[src/rtl/uart_bus_master.sv]
// uart_bus_master: executes 8N1 UART command frames as single 32-bit bus transactions and replies on TX
module uart_bus_master #(
   parameter int CLK_DIV     = 104,
   parameter int BUS_TIMEOUT = 1024
) (
   input  logic        clk,
   input  logic        reset_n,
   input  logic        uart_rx,
   output logic        uart_tx,
   output logic        mem_valid,
   output logic [31:0] mem_addr,
   output logic [31:0] mem_wdata,
   output logic [3:0]  mem_wstrb,
   input  logic [31:0] mem_rdata,
   input  logic        mem_ready,
   output logic        busy
);
   localparam int CW = $clog2(CLK_DIV);
   localparam int TW = $clog2(BUS_TIMEOUT + 1);
   localparam logic [CW-1:0] DIV_LAST  = CW'(CLK_DIV - 1);
   localparam logic [CW-1:0] HALF_LAST = CW'(CLK_DIV / 2 - 1);
   localparam logic [TW-1:0] TO_LAST   = TW'(BUS_TIMEOUT - 1);

   typedef enum logic [1:0] {RX_IDLE, RX_START, RX_DATA, RX_STOP} rx_state_t;
   typedef enum logic [2:0] {F_IDLE, F_ADDR, F_DATA, F_BUS, F_RESP} f_state_t;

   logic [2:0]    sync_q, sync_d;
   rx_state_t     rx_st_q, rx_st_d;
   logic [CW-1:0] rx_cnt_q, rx_cnt_d;
   logic [2:0]    rx_bit_q, rx_bit_d;
   logic [7:0]    rx_sh_q, rx_sh_d;
   logic          rx_done;
   f_state_t      f_q, f_d;
   logic [1:0]    bcnt_q, bcnt_d;
   logic          wr_q, wr_d;
   logic [31:0]   addr_q, addr_d;
   logic [31:0]   wdata_q, wdata_d;
   logic [31:0]   rsp_q, rsp_d;
   logic [3:0]    wstrb_q, wstrb_d;
   logic [TW-1:0] to_q, to_d;
   logic [1:0]    rsp_n_q, rsp_n_d;
   logic [CW-1:0] tx_cnt_q, tx_cnt_d;
   logic [3:0]    tx_bit_q, tx_bit_d;
   logic          tx_q, tx_d;
   logic          valid_q, valid_d;
   logic          busy_q, busy_d;
   logic [9:0]    frame;
   logic          rx_line, rx_fall;

   // sync_q[1] is the synchronized line, sync_q[2] its previous value for edge detection
   assign sync_d  = {sync_q[1:0], uart_rx};
   assign rx_line = sync_q[1];
   assign rx_fall = sync_q[2] & ~sync_q[1];

   // RX bit timing: start-bit recheck at half period, then sample every CLK_DIV cycles
   always_comb begin
      rx_st_d  = rx_st_q;
      rx_cnt_d = rx_cnt_q + 1'b1;
      rx_bit_d = rx_bit_q;
      rx_sh_d  = rx_sh_q;
      rx_done  = 1'b0;
      case (rx_st_q)
         RX_IDLE: begin
            rx_cnt_d = '0;
            rx_st_d  = rx_fall ? RX_START : RX_IDLE;
         end
         RX_START: if (rx_cnt_q == HALF_LAST) begin
            rx_cnt_d = '0;
            rx_bit_d = '0;
            rx_st_d  = rx_line ? RX_IDLE : RX_DATA;
         end
         RX_DATA: if (rx_cnt_q == DIV_LAST) begin
            rx_cnt_d = '0;
            rx_sh_d  = {rx_line, rx_sh_q[7:1]};
            rx_bit_d = rx_bit_q + 1'b1;
            rx_st_d  = (rx_bit_q == 3'd7) ? RX_STOP : RX_DATA;
         end
         RX_STOP: if (rx_cnt_q == DIV_LAST) begin
            rx_cnt_d = '0;
            rx_done  = rx_line;
            rx_st_d  = RX_IDLE;
         end
         default: rx_st_d = RX_IDLE;
      endcase
   end

   // frame parsing, bus handshake with timeout, and reply serialization
   always_comb begin
      f_d      = f_q;
      bcnt_d   = bcnt_q;
      wr_d     = wr_q;
      addr_d   = addr_q;
      wdata_d  = wdata_q;
      wstrb_d  = wstrb_q;
      to_d     = to_q;
      rsp_d    = rsp_q;
      rsp_n_d  = rsp_n_q;
      tx_cnt_d = tx_cnt_q;
      tx_bit_d = tx_bit_q;
      case (f_q)
         F_IDLE: if (rx_done && (rx_sh_q == 8'h57 || rx_sh_q == 8'h52)) begin
            f_d     = F_ADDR;
            wr_d    = rx_sh_q == 8'h57;
            wstrb_d = {4{rx_sh_q == 8'h57}};
            bcnt_d  = '0;
         end
         F_ADDR: if (rx_done) begin
            addr_d = {rx_sh_q, addr_q[31:8]};
            bcnt_d = bcnt_q + 1'b1;
            to_d   = '0;
            f_d    = (bcnt_q == 2'd3) ? (wr_q ? F_DATA : F_BUS) : F_ADDR;
         end
         F_DATA: if (rx_done) begin
            wdata_d = {rx_sh_q, wdata_q[31:8]};
            bcnt_d  = bcnt_q + 1'b1;
            to_d    = '0;
            f_d     = (bcnt_q == 2'd3) ? F_BUS : F_DATA;
         end
         F_BUS: begin
            to_d     = to_q + 1'b1;
            tx_cnt_d = '0;
            tx_bit_d = '0;
            if (mem_ready) begin
               f_d     = F_RESP;
               rsp_d   = wr_q ? 32'h4B : mem_rdata;
               rsp_n_d = wr_q ? 2'd0 : 2'd3;
            end else if (to_q == TO_LAST) begin
               f_d     = F_RESP;
               rsp_d   = 32'h45;
               rsp_n_d = 2'd0;
            end
         end
         F_RESP: begin
            tx_cnt_d = tx_cnt_q + 1'b1;
            if (tx_cnt_q == DIV_LAST) begin
               tx_cnt_d = '0;
               tx_bit_d = (tx_bit_q == 4'd9) ? 4'd0 : tx_bit_q + 1'b1;
               if (tx_bit_q == 4'd9) begin
                  f_d     = (rsp_n_q == 2'd0) ? F_IDLE : F_RESP;
                  rsp_d   = rsp_q >> 8;
                  rsp_n_d = rsp_n_q - 1'b1;
               end
            end
         end
         default: f_d = F_IDLE;
      endcase
      frame   = {1'b1, rsp_d[7:0], 1'b0};
      tx_d    = (f_d == F_RESP) ? frame[tx_bit_d] : 1'b1;
      valid_d = f_d == F_BUS;
      busy_d  = f_d == F_BUS || f_d == F_RESP;
   end

   // state registers; reset abandons any transaction without waiting for mem_ready
   always_ff @(posedge clk) begin
      if (!reset_n) begin
         sync_q   <= '1;
         rx_st_q  <= RX_IDLE;
         rx_cnt_q <= '0;
         rx_bit_q <= '0;
         rx_sh_q  <= '0;
         f_q      <= F_IDLE;
         bcnt_q   <= '0;
         wr_q     <= 1'b0;
         addr_q   <= '0;
         wdata_q  <= '0;
         wstrb_q  <= '0;
         to_q     <= '0;
         rsp_q    <= '0;
         rsp_n_q  <= '0;
         tx_cnt_q <= '0;
         tx_bit_q <= '0;
         tx_q     <= 1'b1;
         valid_q  <= 1'b0;
         busy_q   <= 1'b0;
      end else begin
         sync_q   <= sync_d;
         rx_st_q  <= rx_st_d;
         rx_cnt_q <= rx_cnt_d;
         rx_bit_q <= rx_bit_d;
         rx_sh_q  <= rx_sh_d;
         f_q      <= f_d;
         bcnt_q   <= bcnt_d;
         wr_q     <= wr_d;
         addr_q   <= addr_d;
         wdata_q  <= wdata_d;
         wstrb_q  <= wstrb_d;
         to_q     <= to_d;
         rsp_q    <= rsp_d;
         rsp_n_q  <= rsp_n_d;
         tx_cnt_q <= tx_cnt_d;
         tx_bit_q <= tx_bit_d;
         tx_q     <= tx_d;
         valid_q  <= valid_d;
         busy_q   <= busy_d;
      end
   end

   assign uart_tx   = tx_q;
   assign mem_valid = valid_q;
   assign mem_addr  = addr_q;
   assign mem_wdata = wdata_q;
   assign mem_wstrb = wstrb_q;
   assign busy      = busy_q;
endmodule

[config.mk]
export PLATFORM = sky130hd
export DESIGN_NAME = uart_bus_master
export DESIGN_NICKNAME = d
export VERILOG_FILES = /design/src/rtl/uart_bus_master.sv
export SDC_FILE = /design/constraint.sdc
export NUM_CORES = 1
export LEC_CHECK = 0
export ABC_AREA = 1
export BUFFER_PORTS_ARGS = -buffer_cell sky130_fd_sc_hd__buf_4
export CORE_UTILIZATION = 55
export CTS_CLUSTER_SIZE = 30
export DETAILED_ROUTE_END_ITERATION = 8
export MAX_ROUTING_LAYER = met4
export PLACE_DENSITY = 0.88
export RECOVER_POWER = 25
export SYNTH_ARGS = -nofsm -noshare
export SYNTH_HDL_FRONTEND = slang
export SYNTH_SLANG_ARGS = --single-unit
[constraint.sdc]
create_clock -name clk -period 3.9 [get_ports clk]
set_clock_uncertainty 0.05 [all_clocks]
set_input_delay 0.585 -clock clk [delete_from_list [all_inputs] [get_ports clk]]
set_output_delay 0.585 -clock clk [all_outputs]
set_load 0.005 [all_outputs]
# Word-level counts from Yosys, hierarchy flattened
# Index checks and enable logic that the tools add are counted.
# word_totals
register_bits	153
in_bits	36
out_inout_bits	71
elab_cells	129
# op_classes
addsub	7
magnitude_cmp	1
eq_ne	26
mux	51
bitwise	2
reduce_logical	22
# op_table
op	n
32-bit 2-to-1 mux	5
32-bit case mux with 2 select lines	1
3-bit 2-to-1 mux	10
2-bit 2-to-1 mux	12
11-bit case mux with 2 select lines	1
7-bit 2-to-1 mux	3
7-bit case mux with 3 select lines	1
8-bit by 7-bit == test with 1-bit output, second input constant	2
3-bit case mux with 5 select lines	1
7-bit by 1-bit adder with 7-bit output, second input constant	2
7-bit == test, second input constant	2
7-bit case mux with 2 select lines	1
2-bit != test, second input constant	6
2-bit AND reduction	6
11-bit by 1-bit adder with 11-bit output, second input constant	1
11-bit by 10-bit == test with 1-bit output, second input constant	1
11-bit 2-to-1 mux	1
3-bit by 2-bit == test with 1-bit output, second input constant	3
3-bit == test, second input constant	3
3-bit AND reduction	3
4-bit 2-to-1 mux	2
2-bit case mux with 2 select lines	2
2-bit case mux with 4 select lines	1
4-bit case mux with 2 select lines	1
24 further kinds	38

# Longest topological paths before layout
# depth
ltp_word	8
ltp_mapped	16
ltp_nobuf	16

# Worst setup path before layout
# No wires, ideal clock.
# synth_path
kind	register -> register
from	reg tx_cnt_q[0]
to	reg tx_q, in the netlist uart_tx
setup_time_ps	115
arrival_ps	1512
slack_ps	2224
path_stages_with_launch	12
n_path_buf	1
path_cell_list	dfxtp_1 ha_1 nand2_1 nor2_1 nand3_1 nand2_2 nand3_4 buf_6 a21oi_4 nand2_1 a21oi_1 nand2_1
# synth_between
elab_chain_len	5
word_cells_on_any_way	11
cone_classes	eq/ne (2); mux (8); reduce/logical (1)
# synth_lines
element	line	text
start: declaration	42	logic [CW-1:0] tx_cnt_q, tx_cnt_d;
start signal: assignment	190	tx_cnt_q <= tx_cnt_d;
7-bit == test *	135	if (tx_cnt_q == DIV_LAST) begin
32-bit 2-to-1 mux (tied with other cells)	135	
32-bit case mux with 2 select lines (tied with other cells)	100	case (f_q)
1-bit binary-select mux with 4-bit select / 3-bit == test (equally long branches)	148	tx_d = (f_d == F_RESP) ? frame[tx_bit_d] : 1'b1;
1-bit 2-to-1 mux (not written as such) / 2-bit AND reduction (equally long branches)	-	
end signal: assignment	192	tx_q <= tx_d;
end: declaration	44	logic tx_q, tx_d;
# Mark *: on every way between the ends. The rest lies on a longest branch, timed or not. The select of a mux whose other input is x is not followed.
# A chain may end at the register's enable or synchronous reset.

# Final worst setup path
# layout_path
from	reg rx_cnt_q[0]
to	reg bcnt_q[0]
# layout_between
elab_chain_len	6
word_cells_on_any_way	7
cone_classes	eq/ne (3); mux (2); reduce/logical (2)
# layout_lines
element	line	text
start: declaration	29	logic [CW-1:0] rx_cnt_q, rx_cnt_d;
start signal: assignment	178	rx_cnt_q <= rx_cnt_d;
7-bit == test *	78	RX_STOP: if (rx_cnt_q == DIV_LAST) begin
1-bit 2-to-1 mux *	78	
1-bit 2-to-1 mux *	62	case (rx_st_q)
1-bit logical AND	101	F_IDLE: if (rx_done && (rx_sh_q == 8'h57 || rx_sh_q == 8'h52)) begin
2-bit != test (no source line)	-	
3-bit AND reduction (no source line) *	-	
end signal: assignment	182	bcnt_q <= bcnt_d;
end: declaration	34	logic [1:0] bcnt_q, bcnt_d;
# Mark *: on every way between the ends. The rest lies on a longest branch, timed or not.

==> flow_summary.yaml <==
logic_synthesis:
  synth_top_cell_area_share_pct: 47.0
  avgSynthCellArea_sq_um: 7.54
  yosys_warnings: 0
  yosysUniqueCellTypes: 44
  syn-num-nets: 904
  synth.largest_area_cell: "dfxtp_1"
  synth_area_sq_um: 6470
  async_flop_share_pct: 0
  synth-seq-cells: 152
  syn_inst: 859
  synthTopCellsByArea: "dfxtp_1 (47%), nor2_1 (9.7%), nand2_1 (7.1%), o21ai_0 (6.7%), a21oi_1 (5.3%)"
  synth_edf_count: 0
  synth_ff_type: "dfxtp_1"
  yosysSeqAreaShare_pct: 47.0
floorplan:
  dieArea_sq_um: 12200
  dieHeight_microns: 111
  ios: 107
  placementRows: 39
  initial_core_util_pct: 56.5
  die_x_microns: 111
  coreArea_sq_um: 11500
global_routing:
  grt_max_degree: 89
  track_usage_pct: 25.3
  grt_pass1_vias: 5414
  grt_pass1_wl_mm: 24.7
  antenna_found_initial: 0
  grt_overflow: 0
final_layout:
  mostFrequentLayoutCells: "nor2_1 (167), dfxtp_1 (152), nand2_1 (124)"
  seq_area_sq_um: 3040
  drive_gt1_share_pct: 18.4
  nFillCells: 916
  multi_input_area_sq_um: 2840
  finish.utilization_pct: 67.7
  instances_no_fill: 1102
  final_common_cell: "nor2_1"
  nNetsFinal: 991
  fin_area_sq_um: 7760
  area.growth.synth_to_final_pct: 19.9
  antenna_cells: 0
drt:
  routed_wl_mm: 14.4
  ant_nets: 0
  viasPerCell: 5.33
  drcViolationCount: 0
  wl_per_cell_microns: 13.1
  vias: 5871
  dr.first_iter.drc_count: 468
  dr.pass1.iters: 7
timing:
  drv_slew: 0
  rsz0062_at_grt: "no"
  hold_viol_final: 0
  setup_viol: 0
  setup-tns-final_ns: 0
  worst_slew_pin_slew_ns: 1.13
  min_period_ns: 2.62
  fin_crit_sh_pct: 67.2
  final.setup.worst_slack_ns: 1.28
  slew_headroom_pct: 24.5
  clock.fmax_ghz: 0.382
placed_design:
  place_inst: 1070
  placed_area_sq_um: 7240
  pre_cts_ws_ns: 1.34
  numPortBuffers: 106
  hpwlAfterDp_mm: 9.64
  gp_congestion: 0.853
setup_path:
  worstPathRequired_ns: 4.14
  worstSetupStartpointType: "register"
  cp-end-kind: "register"
  cp.arrival_ns: 2.86
  crit_path_max_fanout: 42
  critical_path_class: "register to register"
  reg2reg_depth: 10
cts:
  cts_buffer_depth: 2
  clk_latency_ns: 0.43
  cts_tree: "done"
  post_cts_buffers: 0
  cts_made_buffers: 17
  cts_hold_buf: 0
  ctsRootBufferMaster: "clkbuf_16"
  cts.sinks: 152
  clk_pin_slew_ns: 0.06
  ctsResizeCount: 0
  htree_levels: 4
min_path:
  holdPathStages: 2
  hold_path.class: "input pin to register"
pwr:
  p_leak_nw: 3.40
  peakVddDrop_v: 0.000356
  pwr_density_cell_nw_per_um2: 406
flow_run:
  cap_violations: 0
status:
  run_status: "completed"
==> routing by layer <==
layer / vias to the layer above / part of all wire (%) / wire length (microns) / GRT usage, %
met3: 33 / 5.3 / 769 / 5.87
met1: 2678 / 45 / 6440 / 31.0
met4: 0 / 2.7 / 386 / 12.2
met2: 181 / 47 / 6830 / 39.2
li1: 2979 / - / - / -
met5: - / 0 / 0 / -
==> flip-flops by register name, summed over array words and instances, names as in the netlist, 2 cells and up, named ones only <==
| register | cells |
|---|---|
| bcnt_q | 2 |
| f_q | 3 |
| mem_addr | 32 |
| mem_wdata | 32 |
| rsp_n_q | 2 |
| rsp_q | 32 |
| rx_bit_q | 3 |
| rx_cnt_q | 7 |
| rx_sh_q | 8 |
| sync_q | 3 |
| to_q | 11 |
| tx_bit_q | 4 |
| tx_cnt_q | 7 |
==> critical path, cell delays in order, from the launching register on <==
cell	delay [ns]
dfxtp_1	0.35
ha_1	0.19
nand2_1	0.08
nor3_1	0.13
nand2_1	0.13
inv_2	0.12
nand4_4	0.15
nor2_4	0.60
inv_2	0.37
nand4_1	0.22
a21oi_1	0.07
==> kinds of logic after synthesis <==
| kind of cell | synth area share [%] |
|---|---|
| buffers and inverters | 8.99 |
| and+or+nand+nor | 25.0 |
| DFF | 47.0 |
| AOI/OAI and AO/OA | 16.8 |
| xor gates and xnor gates | 0.541 |
| adders and majority gates | 1.74 |
==> synth_stat cells, types with 2 or more instances <==
cell type	number
o21ai_0	87
o21ai_1	5
nand3_2	2
buf_2	12
nor2_4	4
buf_4	10
nand3b_1	2
nor3_1	10
dfxtp_1	152
a221oi_1	16
nand3_1	28
a31oi_1	2
nand2_2	5
buf_6	3
nor2_1	167
clkbuf_1	14
o21bai_1	2
nand4_1	9
xor2_1	4
nor2_2	3
a21oi_1	69
o21ai_2	2
nand2_4	2
ha_1	9
inv_2	12
nand2_1	123
or2_2	5
a211oi_1	4
nand3_4	3
inv_1	79
==> where the power goes <==
group          internal, mW  switching [mW]
registers              1.56         0.00466
logic                0.0321          0.0412
clock network         0.827           0.686
==> per-stage QoR <==
step                      hold slack, ns  total power [mW]
after detailed placement           0.352              1.67
after global placement             0.345              1.67
after floorplan                    0.343              1.63
final                              0.297              3.15
after global routing               0.302              3.25
after CTS                          0.295              3.16
==> final timing paths <==
check | startpoint | end | slack, ns
min | uart_rx | sync_q[0]$_SDFF_PN1_ | 0.30
max reg2reg | rx_cnt_q[0]$_SDFF_PN0_ | bcnt_q[0]$_SDFFE_PN0P_ | 1.28
max | rx_cnt_q[0]$_SDFF_PN0_ | bcnt_q[0]$_SDFFE_PN0P_ | 1.28
min reg2reg | sync_q[0]$_SDFF_PN1_ | sync_q[1]$_SDFF_PN1_ | 0.37
==> layout make-up <==
cell class / instances / share of cell area [%]
clock buffers: 18 / 5.53
clock inverters: 14 / 1.50
inverters: 93 / 4.59
well taps: 143 / 2.31
flip-flops and latches: 152 / 39.2
repair buffers: 108 / 10.3
multi-input cells: 574 / 36.6
Power figures use the tool's default switching activity.
